<file path="config.mk">
export PLATFORM = sky130hd
export DESIGN_NAME = xreg_wb_arb
export DESIGN_NICKNAME = d
export VERILOG_FILES = /design/src/rtl/xreg_wb_arb.sv
export SDC_FILE = /design/constraint.sdc
export NUM_CORES = 1
export LEC_CHECK = 0
export ABC_AREA = 1
export CAP_MARGIN = 20
export CORE_MARGIN = 5
export CORE_UTILIZATION = 55
export CTS_CLUSTER_DIAMETER = 50
export DETAILED_ROUTE_END_ITERATION = 12
export MAX_ROUTING_LAYER = met4
export PLACE_DENSITY = 0.82
export SLEW_MARGIN = 15
export SYNTH_ARGS = -nofsm -noshare
export SYNTH_HDL_FRONTEND = slang
export SYNTH_SLANG_ARGS = --single-unit
</file>
<file path="constraint.sdc">
create_clock -name clk -period 5.35 [get_ports clk]
set_input_delay 1.605 -clock clk [delete_from_list [all_inputs] [get_ports clk]]
set_output_delay 1.605 -clock clk [all_outputs]
set_load 0.02 [all_outputs]
</file>
<file path="src/rtl/xreg_wb_arb.sv">
// Register-file writeback arbiter: the pipeline has priority and a FIFO
// buffers long-latency results. The block also tracks a pending-write scoreboard.
module xreg_wb_arb #(
  parameter  int XLEN  = 32,
  parameter  int DEPTH = 4,
  localparam int CW    = $clog2(DEPTH + 1),
  localparam int PW    = $clog2(DEPTH)
) (
  input  logic            clk,
  input  logic            rst_n,
  input  logic            pipe_wb_valid,
  input  logic [4:0]      pipe_wb_addr,
  input  logic [XLEN-1:0] pipe_wb_data,
  input  logic            lsu_valid,
  output logic            lsu_ready,
  input  logic [4:0]      lsu_addr,
  input  logic [XLEN-1:0] lsu_data,
  input  logic            issue_valid,
  input  logic [4:0]      issue_addr,
  output logic            rf_we,
  output logic [4:0]      rf_waddr,
  output logic [XLEN-1:0] rf_wdata,
  output logic [31:0]     pending,
  output logic [CW-1:0]   fifo_count
);

  typedef struct packed {
    logic [4:0]      addr;
    logic [XLEN-1:0] data;
  } entry_t;

  localparam logic [CW-1:0] FULL = CW'(DEPTH);

  function automatic logic [PW-1:0] bump(
    input logic [PW-1:0] p
  );
    return (p == PW'(DEPTH - 1)) ?
      '0 : p + PW'(1);
  endfunction

  entry_t        mem [DEPTH];
  entry_t        head;
  logic [PW-1:0] wrPtr;
  logic [PW-1:0] rdPtr;
  logic          pipeWr;
  logic          enq;
  logic          deq;
  logic [31:0]   setMask;
  logic [31:0]   clrMask;
  logic [31:0]   pendingNext;

  assign lsu_ready = fifo_count < FULL;
  assign head      = mem[rdPtr];
  assign pipeWr    = pipe_wb_valid &&
                     (pipe_wb_addr != 5'd0);
  // Address-zero results are accepted but never stored.
  assign enq       = lsu_valid && lsu_ready &&
                     (lsu_addr != 5'd0);
  assign deq       = !pipeWr &&
                     (fifo_count != '0);

  always_comb begin
    setMask = '0;
    clrMask = '0;
    if (issue_valid && issue_addr != 5'd0)
      setMask[issue_addr] = 1'b1;
    if (deq)
      clrMask[head.addr] = 1'b1;
    // Set wins over clear; bit 0 never set.
    pendingNext = ((pending & ~clrMask) | setMask)
                & ~32'd1;
  end

  always_ff @(posedge clk) begin
    if (enq)
      mem[wrPtr] <= '{addr: lsu_addr, data: lsu_data};
  end

  always_ff @(posedge clk or negedge rst_n) begin
    if (!rst_n) begin
      wrPtr      <= '0;
      rdPtr      <= '0;
      fifo_count <= '0;
    end else begin
      if (enq)
        wrPtr <= bump(wrPtr);
      if (deq)
        rdPtr <= bump(rdPtr);
      unique case ({enq, deq})
        2'b10:   fifo_count <= fifo_count + CW'(1);
        2'b01:   fifo_count <= fifo_count - CW'(1);
        default: fifo_count <= fifo_count;
      endcase
    end
  end

  always_ff @(posedge clk or negedge rst_n) begin
    if (!rst_n) begin
      pending <= '0;
    end else begin
      pending <= pendingNext;
    end
  end

  always_ff @(posedge clk or negedge rst_n) begin
    if (!rst_n) begin
      rf_we    <= 1'b0;
      rf_waddr <= '0;
      rf_wdata <= '0;
    end else begin
      unique case (1'b1)
        pipeWr: begin
          rf_we    <= 1'b1;
          rf_waddr <= pipe_wb_addr;
          rf_wdata <= pipe_wb_data;
        end
        deq: begin
          rf_we    <= 1'b1;
          rf_waddr <= head.addr;
          rf_wdata <= head.data;
        end
        default: begin
          rf_we <= 1'b0;
        end
      endcase
    end
  end

endmodule

</file>
==> run metrics, run 1 <==
result of the run complete, no violations; total count of max-transition violations in the final report 0; pin slew with the least headroom to its limit 0.9632 ns; distinct cell type count of the synthesized netlist 35; global routing usage summed across all routing layers 0.2229; unrepaired setup endpoints after global routing no; peak fanout along the critical path 42; number of gates resized after CTS 0; number of max-capacitance violations reported 0; critical path arrival 4.29 ns; Final TNS setup 0 ns; clock-pin slew reported for the worst setup and hold paths after clock tree synthesis 0.06 ns; H-tree levels 1; Layout Area Growth over Synthesis 25.65%; number of rows created at floorplan 48; maximum achievable frequency 256.0 MHz; IO Pins 158; via/cell ratio 5.354; initial antenna violation count 0; most instantiated flip-flop cell in the synthesis netlist edfxtp_1; top cell type's share of synthesized area 0.4621; required time reported for the critical path endpoint 5.73 ns; peak supply drop 0.4200 mV; die extent in y 142.2 um; GPL Wtd Cong 0.8075; part of the power in the clock network 0.251; effective utilization at floorplan 0.5580; shortest period the worst path allows 3.907 ns; synthesis warning total 0; largest net degree at the start of global routing 78; Final Hold Violating Endpoints 0; number of nets with antenna violations after detailed routing 0; mean cell area of the mapped netlist 10.88 sq um; Tcrit/Tclk final 0.7303; die width 142.2 um; number of fill cells 1206; startpoint class of the critical path primary input; leakage power figure 4.792 nW; library cell used as clock root buffer clkbuf_16; Syn Std Cell Area 9618 sq um; Syn Inst Count 884; share of synthesized registers carrying an async set or reset 0.3393; worst clock skew on the final layout 0.01802 ns; routed length per instance 16.95 um; Setup violations, final 0; fraction of final layout cells with drive strength greater than 1 0.1275; Antenna diodes 0; final global-route overflow total 0; clock tree buffer depth 3; post-route standard cell area excluding fillers 12090 sq um; vias post-DR 6874; hold bufs inserted after CTS 0; switching portion of total power 0.3732; Int Pwr 4.182 mW; total power divided by cell area 552.0 nW/um^2; post-detailed-placement cell area 11270 sq um; fraction of the yosys area taken by sequential cells 0.6598; CTS sink cnt 224; Syn Nets 975; die area 20230 sq um; dominant cells by area after synthesis edfxtp_1, dfrtp_1, nand2_1; number of design rule violations left after detail routing 0; CTS tree yes; library cell occupying the most area in the post-synthesis netlist edfxtp_1; wire length after detailed routing 21760 um; number of detailed-route iterations in the first pass 5; type of the worst setup path in -> reg; global-route wire length before repair 34980 um; combinational cell fraction of total power 0.367; sequential share of power 0.381; Total Nets Final 1131; number of flops mapped to enable cells by yosys 148; relative slew slack 0.3579; # Post-CTS Setup Buffers 0; critical path capture point type flip-flop; most used standard cells in the synthesized netlist nand2_1, edfxtp_1, nor2_1; Starting DRT DRC Count 465; number of synthesized register bits 224; switching power summed over all nets 2.490 mW; Port Buffer Count 156; Num CTS Buffers 25; total half-perimeter wirelength after legalization and detailed placement 13510 um; vias in the first global route 6967; Tightest Hold Check Type reg -> reg; clock latency at the later pin of the worst-skew pair 0.52 ns; core outline area 17240 sq um; count leader, synth nand2_1
==> logic make-up after synthesis <==
logic type      after synthesis  synth area share
compound gates               46           0.03109
xor+xnor                      2          0.001822
fa+ha+maj                     7          0.009887
buf+inv                      67           0.04176
flops                       224            0.6598
other cells                   1         0.0003899
simple gates                537            0.2552
==> final cells by class <==
| cell class | count | area, sq um | share of cell area |
|---|---|---|---|
| multi-input cells | 593 | 2900 | 0.2400 |
| flip-flops and latches | 224 | 6349 | 0.5253 |
| clock inverters | 17 | 171.4 | 0.01418 |
| inverters | 31 | 116.4 | 0.009628 |
| clock buffers | 29 | 640.6 | 0.05301 |
| well taps | 225 | 281.5 | 0.02329 |
| repair buffers | 165 | 1627 | 0.1346 |
==> power by group through the flow <==
stage / Clock [mW] / Combinational (mW) / Sequential, mW
after floorplan: 0 / 1.31 / 2.81
after global placement: 0 / 2.40 / 2.56
after detailed placement: 0 / 2.45 / 2.57
after CTS: 1.70 / 2.48 / 2.54
after global routing: 1.77 / 2.68 / 2.59
final: 1.68 / 2.45 / 2.54
==> sequential cells by signal (all words and copies together), names as in the netlist <==
signal,count
mem,148
rf_wdata,32
pending,31
rf_waddr,5
fifo_count,3
rdPtr,2
wrPtr,2
rf_we,1
==> layout by cell type (no fill, tap or decap), types with 20 or more instances in the layout <==
cell	instances
edfxtp_1	148
nand3_1	77
nand2_2	20
a21oi_1	21
clkbuf_16	25
nand2_1	299
nor2_1	76
dfrtp_1	74
inv_1	28
clkdlybuf4s50_1	155
==> metrics by stage <==
stage | hold WS (ns) | util | total power, mW | std cells | worst slack, ns
2_1_floorplan | 0.5566 | - | 4.126 | 884 | 1.411
3_3_place_gp | 0.4547 | 0.6540 | 4.960 | 1238 | 0.9283
3_5_place_dp | 0.4568 | 0.6540 | 5.022 | 1238 | 0.9089
4_1_cts | 0.4718 | 0.7011 | 6.717 | 1284 | 1.429
5_1_grt | 0.4947 | 0.7011 | 7.039 | 1284 | 1.190
6_report | 0.4688 | 0.7011 | 6.671 | 1284 | 1.443
==> per-layer routing <==
metal	track usage	wire length (um)	vias to the layer above
met3	0.02991	1595	48
met4	0.07828	520	0
met2	0.3724	10730	308
met5	-	0	-
met1	0.2821	8918	3250
li1	-	-	3268
==> worst paths after layout <==
path / startpoint / endpoint / slack [ns] / cells past startpoint
setup reg to reg: rdPtr[0] / pending[31] / 2.72 / 11
hold reg to reg: pending[7] / pending[7] / 0.47 / 2
hold / removal: pending[7] / pending[7] / 0.47 / 2
max in group asynchronous: rst_n / rdPtr[1] / 3.37 / 2
setup / recovery: pipe_wb_addr[2] / fifo_count[2] / 1.44 / 12
min in group asynchronous: rst_n / rf_wdata[10] / 1.15 / 1
==> worst max-delay path: stages <==
cell and delay [ns]:
clkdlybuf4s50_1 0.43, nor2_1 0.11, nand3b_1 0.13, nand2_4 0.39
nand2_8 0.37, inv_1 0.24, ha_1 0.17, inv_1 0.06
fa_1 0.37, a21oi_1 0.14, o21ai_0 0.11, xor2_1 0.15
(Power assumes the default switching activity.)
==> run 2: changes to the inputs <==
- CORE_UTILIZATION: 55 -> 53
- PLACE_DENSITY: 0.82 -> 0.79
- clock period: 5.35 -> 4 ns (I/O delays scaled with it)
==> run 2 against run 1 <==
- die area increased by 3.5%
- via count fell by 1.4%
- utilization shrank 1.9 points
- worst setup slack worse by 0.36 ns
- critical endpoint is now lsu_ready
- largest cell class unchanged
==> run metrics, run 2 (synthesis results as in run 1) <==
fraction of final layout cells with drive strength greater than 1 0.1297; number of detailed-route iterations in the first pass 5; total power divided by cell area 738.4 nW/um^2; slowest stage delay, CP 0.63 ns; initial antenna violation count 1; placed insts 1246; Starting DRT DRC Count 421; Multi-input gate area 2900 sq um; peak supply drop 0.5466 mV; global-route wire length before repair 34000 um; Setup violations, final 0; die width 144.7 um; number of nets with antenna violations after detailed routing 0; wire length after detailed routing 21550 um; Crit path max-delay family buffers and inverters; final cell count without fillers 1294; worst r2r src rdPtr[0]; clock latency at the later pin of the worst-skew pair 0.51 ns; part of the power in the clock network 0.256; type of the worst setup path reg -> out; peak fanout along the critical path 3; GPL Wtd Cong 0.8815; pin slew with the least headroom to its limit 0.8959 ns; Final TNS setup 0 ns; critical path arrival 1.72 ns; count of cells along the worst register-to-register path 11; switching power summed over all nets 3.289 mW; Port Buffer Count 156; CTS tree yes; end of the worst register-to-register path pending[31]; worst setup slack after layout 1.082 ns; relative slew slack 0.4019; number of fill cells 1323; worst slack after detailed placement 0.6094 ns; critical-path cell with the highest stage delay clkdlybuf4s50_1; switching portion of total power 0.3647; unrepaired setup endpoints after global routing no; clock tree buffer depth 3; largest net degree at the start of global routing 78; die area 20940 sq um; vias in the first global route 6632; cell depth of the worst min-delay path 2; Tightest Hold Check Type reg -> reg; register with the highest flop count mem; core outline area 17900 sq um; most frequent cells in the layout nand2_1, clkdlybuf4s50_1, edfxtp_1; most common cell after layout, fill and taps aside nand2_1; IO Pins 158; crit-path cells inv_1 > clkdlybuf4s50_1; H-tree levels 1; library cell used as clock root buffer clkbuf_16; shortest period the worst path allows 2.918 ns; max FFs per register 148; hold bufs inserted after CTS 0; clock-pin slew reported for the worst setup and hold paths after clock tree synthesis 0.06 ns; Final Hold Violating Endpoints 0; Num CTS Buffers 25; leakage power figure 4.848 nW; number of rows created at floorplan 49; critical path capture point type output pin; Layout Area Growth over Synthesis 27.01%; Worst Hold Launch pending[12]; total count of max-transition violations in the final report 0; Worst Hold Endpoint pending[12]; worst path bufs/invs 2; hold slack final 0.4714 ns; vias post-DR 6775; number of gates resized after CTS 0; global routing usage summed across all routing layers 0.2143; required time reported for the critical path endpoint 2.80 ns; Tcrit/Tclk final 0.7294; Total Nets Final 1136; number of max-capacitance violations reported 0; die extent in y 144.7 um; final global-route overflow total 0; via/cell ratio 5.236; CTS sink cnt 224; R2R setup slack 1.79 ns; maximum achievable frequency 342.7 MHz; result of the run complete, no violations; largest registers in the final layout mem x148, rf_wdata x32, pending x31; number of design rule violations left after detail routing 0; critical path startpoint fifo_count[2]; Int Pwr 5.731 mW; # Post-CTS Setup Buffers 0; startpoint class of the critical path flip-flop; routed length per instance 16.66 um; total half-perimeter wirelength after legalization and detailed placement 13470 um; effective utilization at floorplan 0.5373; sequential share of power 0.369; area occupied by registers 6349 sq um; worst clock skew on the final layout 0.01354 ns; combinational cell fraction of total power 0.375
==> run 2: cell count changes in the layout (fill, tap and decap cells not counted), moves of 2 or more <==
cell and delta:
clkinv_2 -2, clkinv_1 +2, buf_12 +2, clkbuf_8 +3
clkinv_4 -3, buf_4 +2
==> run 2: power groups by stage <==
stage,clock (mW),combinational (mW),sequential (mW)
after floorplan,0,1.75,3.76
after detailed placement,0,3.41,3.37
after global placement,0,3.33,3.36
after global routing,2.46,3.70,3.38
final,2.31,3.38,3.33
after CTS,2.35,3.42,3.33
==> run 2: cell type report <==
class / instances / share of cell area
flip-flops and latches: 224 / 0.5197
clock inverters: 14 / 0.01393
well taps: 229 / 0.02346
multi-input cells: 593 / 0.2374
diodes: 1 / 0.0002049
repair buffers: 170 / 0.1399
clock buffers: 32 / 0.05582
inverters: 31 / 0.009526
==> run 2: how the worst max path moves through the flow <==
stage	cells after the start	to
after floorplan	4	mem[0][0]
after global placement	11	fifo_count[2]
after detailed placement	11	fifo_count[2]
after CTS	2	lsu_ready
after global routing	11	fifo_count[2]
final	2	lsu_ready
==> run 2: metal layers <==
layer	GRT usage	routed length, um	vias to the layer above
li1	-	-	3278
met2	0.3645	10780	233
met3	0.04009	1606	40
met5	-	0	-
met4	0.05842	431	0
met1	0.2658	8729	3224
==> run 2: tightest hold or removal path, cell delays in order (launching register included) <==
cell and delay, ns:
dfrtp_1 0.34, nand2_1 0.05, nand2_1 0.04
==> run 2: metrics by stage <==
step,cell area [sq um],power (mW),util
2_1_floorplan,9618,5.519,-
3_3_place_gp,11330,6.688,0.6331
3_5_place_dp,11330,6.772,0.6331
4_1_cts,12190,9.101,0.6807
5_1_grt,12220,9.542,0.6823
6_report,12220,9.020,0.6823
==> run 3: changes to the inputs <==
- CORE_UTILIZATION: 53 -> 48
- PLACE_DENSITY: 0.79 -> 0.76
- clock period: 4 -> 2.6 ns (I/O delays scaled with it)
==> run 3 against run 2 <==
- critical path depth unchanged
- critical path type unchanged
- hold slack worse by 0.28 ns
- utilization fell by 4.9 points
- cell area rose by 1.6%
==> run metrics, run 3 (synthesis results as in run 1) <==
H-tree levels 1; total power divided by cell area 1107 nW/um^2; Tcrit/Tclk final 0.9586; R2R setup slack 0.43 ns; Multi-input gate area 2900 sq um; result of the run complete, no violations; core outline area 19590 sq um; shortest period the worst path allows 2.492 ns; Tightest Hold Check Type in -> async; number of nets with antenna violations after detailed routing 0; Final Hold Violating Endpoints 0; worst slack after detailed placement -0.1961 ns; end of the worst register-to-register path pending[6]; CTS tree yes; fraction of final layout cells with drive strength greater than 1 0.1433; CTS sink cnt 224; Layout Area Growth over Synthesis 29.00%; via/cell ratio 5.012; Total Nets Final 1155; switching power summed over all nets 5.038 mW; vias post-DR 6756; routed length per instance 16.41 um; clock-pin slew reported for the worst setup and hold paths after clock tree synthesis 0.06 ns; relative slew slack 0.4430; hold bufs inserted after CTS 0; largest net degree at the start of global routing 78; worst clock skew on the final layout 0.009543 ns; die area 22970 sq um; number of detailed-route iterations in the first pass 4; Starting DRT DRC Count 348; register with the highest flop count mem; switching portion of total power 0.3668; IO Pins 158; die width 151.6 um; Num CTS Buffers 25; # Post-CTS Setup Buffers 0; number of rows created at floorplan 51; number of fill cells 1535; count of cells along the worst register-to-register path 10; Port Buffer Count 156; peak fanout along the critical path 3; wire length after detailed routing 22120 um; critical path arrival 1.71 ns; clock tree buffer depth 3; critical path capture point type output pin; final global-route overflow total 0; worst setup slack after layout 0.1077 ns; required time reported for the critical path endpoint 1.82 ns; type of the worst setup path reg -> out; die extent in y 151.6 um; post-detailed-placement cell area 11630 sq um; number of design rule violations left after detail routing 0; total count of max-transition violations in the final report 0; Setup violations, final 0; largest registers in the final layout mem x148, rf_wdata x32, pending x31; combinational cell fraction of total power 0.390; Pwr Total 13.74 mW; part of the power in the clock network 0.238; initial antenna violation count 1; most common cell after layout, fill and taps aside nand2_1; Int Pwr 8.699 mW; pin slew with the least headroom to its limit 0.8354 ns; library cell used as clock root buffer clkbuf_16; post-route standard cell area excluding fillers 12410 sq um; number of max-capacitance violations reported 0; peak supply drop 0.7061 mV; GPL Wtd Cong 0.8747; sequential share of power 0.372; global-route wire length before repair 35050 um; max FFs per register 148; worst r2r src rdPtr[0]; clock latency at the later pin of the worst-skew pair 0.50 ns; total half-perimeter wirelength after legalization and detailed placement 14340 um; area occupied by registers 6349 sq um; global routing usage summed across all routing layers 0.2007; effective utilization at floorplan 0.4910; leakage power figure 4.928 nW; most frequent cells in the layout nand2_1, clkdlybuf4s50_1, edfxtp_1; maximum achievable frequency 401.2 MHz; startpoint class of the critical path flip-flop; vias in the first global route 6762; number of gates resized after CTS 0; unrepaired setup endpoints after global routing no
## run 3: changes by cell type in the layout (fill, tap and decap cells not counted), sizes merged
| cell | previous run | this run |
|---|---|---|
| buf | 15 | 34 |
| bufinv | 3 | 1 |
| clkinv | 7 | 9 |
| inv | 34 | 33 |
## run 3: critical path, cell delays in order (launching register included)
cell,delay (ns)
dfrtp_1,0.43
inv_1,0.15
clkdlybuf4s50_1,0.62
## run 3: how the worst max path moves through the flow
| stage | startpoint | to | slack, ns | cells past startpoint |
|---|---|---|---|---|
| floorplan | lsu_addr[3] | mem[0][0] | -0.51 | 4 |
| global placement | pipe_wb_addr[2] | fifo_count[2] | -0.18 | 12 |
| detailed placement | pipe_wb_addr[0] | fifo_count[2] | -0.20 | 12 |
| CTS | fifo_count[2] | lsu_ready | 0.08 | 2 |
| global route | fifo_count[2] | lsu_ready | 0.05 | 2 |
| finish | fifo_count[2] | lsu_ready | 0.11 | 2 |
## run 3: metal layers
layer,share of wire,vias to the layer above,global-route usage
met2,0.50,173,0.3416
met1,0.42,3229,0.2529
met4,0.016,0,0.04627
met5,0,-,-
li1,-,3322,-
met3,0.058,32,0.03659
## run 3: cell type report
class	instances	share of cell area
Antenna cell	1	0.0002017
Clock inverter	13	0.008370
Inverter	31	0.009379
Clock buffer	32	0.05415
Tap cell	265	0.02672
Multi-Input combinational cell	593	0.2338
Sequential cell	224	0.5117
Timing Repair Buffer	189	0.1557
## run 3: power by group through the flow
stage	Sequential (mW)	Combinational, mW	Clock (mW)
after global routing	5.20	5.89	3.53
after global placement	5.16	5.30	0
after CTS	5.12	5.44	3.35
after detailed placement	5.17	5.41	0
after floorplan	5.79	2.70	0
final	5.11	5.35	3.27
## run 3: metrics by stage
stage | setup TNS (ns) | cells | util | hold WS, ns
after floorplan | -76.05 | 884 | - | 0.4844
after global placement | -1.975 | 1302 | 0.5936 | 0.4581
after detailed placement | -3.945 | 1302 | 0.5936 | 0.4567
after CTS | 0 | 1347 | 0.6332 | 0.1826
after global routing | 0 | 1348 | 0.6333 | 0.1984
final | 0 | 1348 | 0.6333 | 0.1925
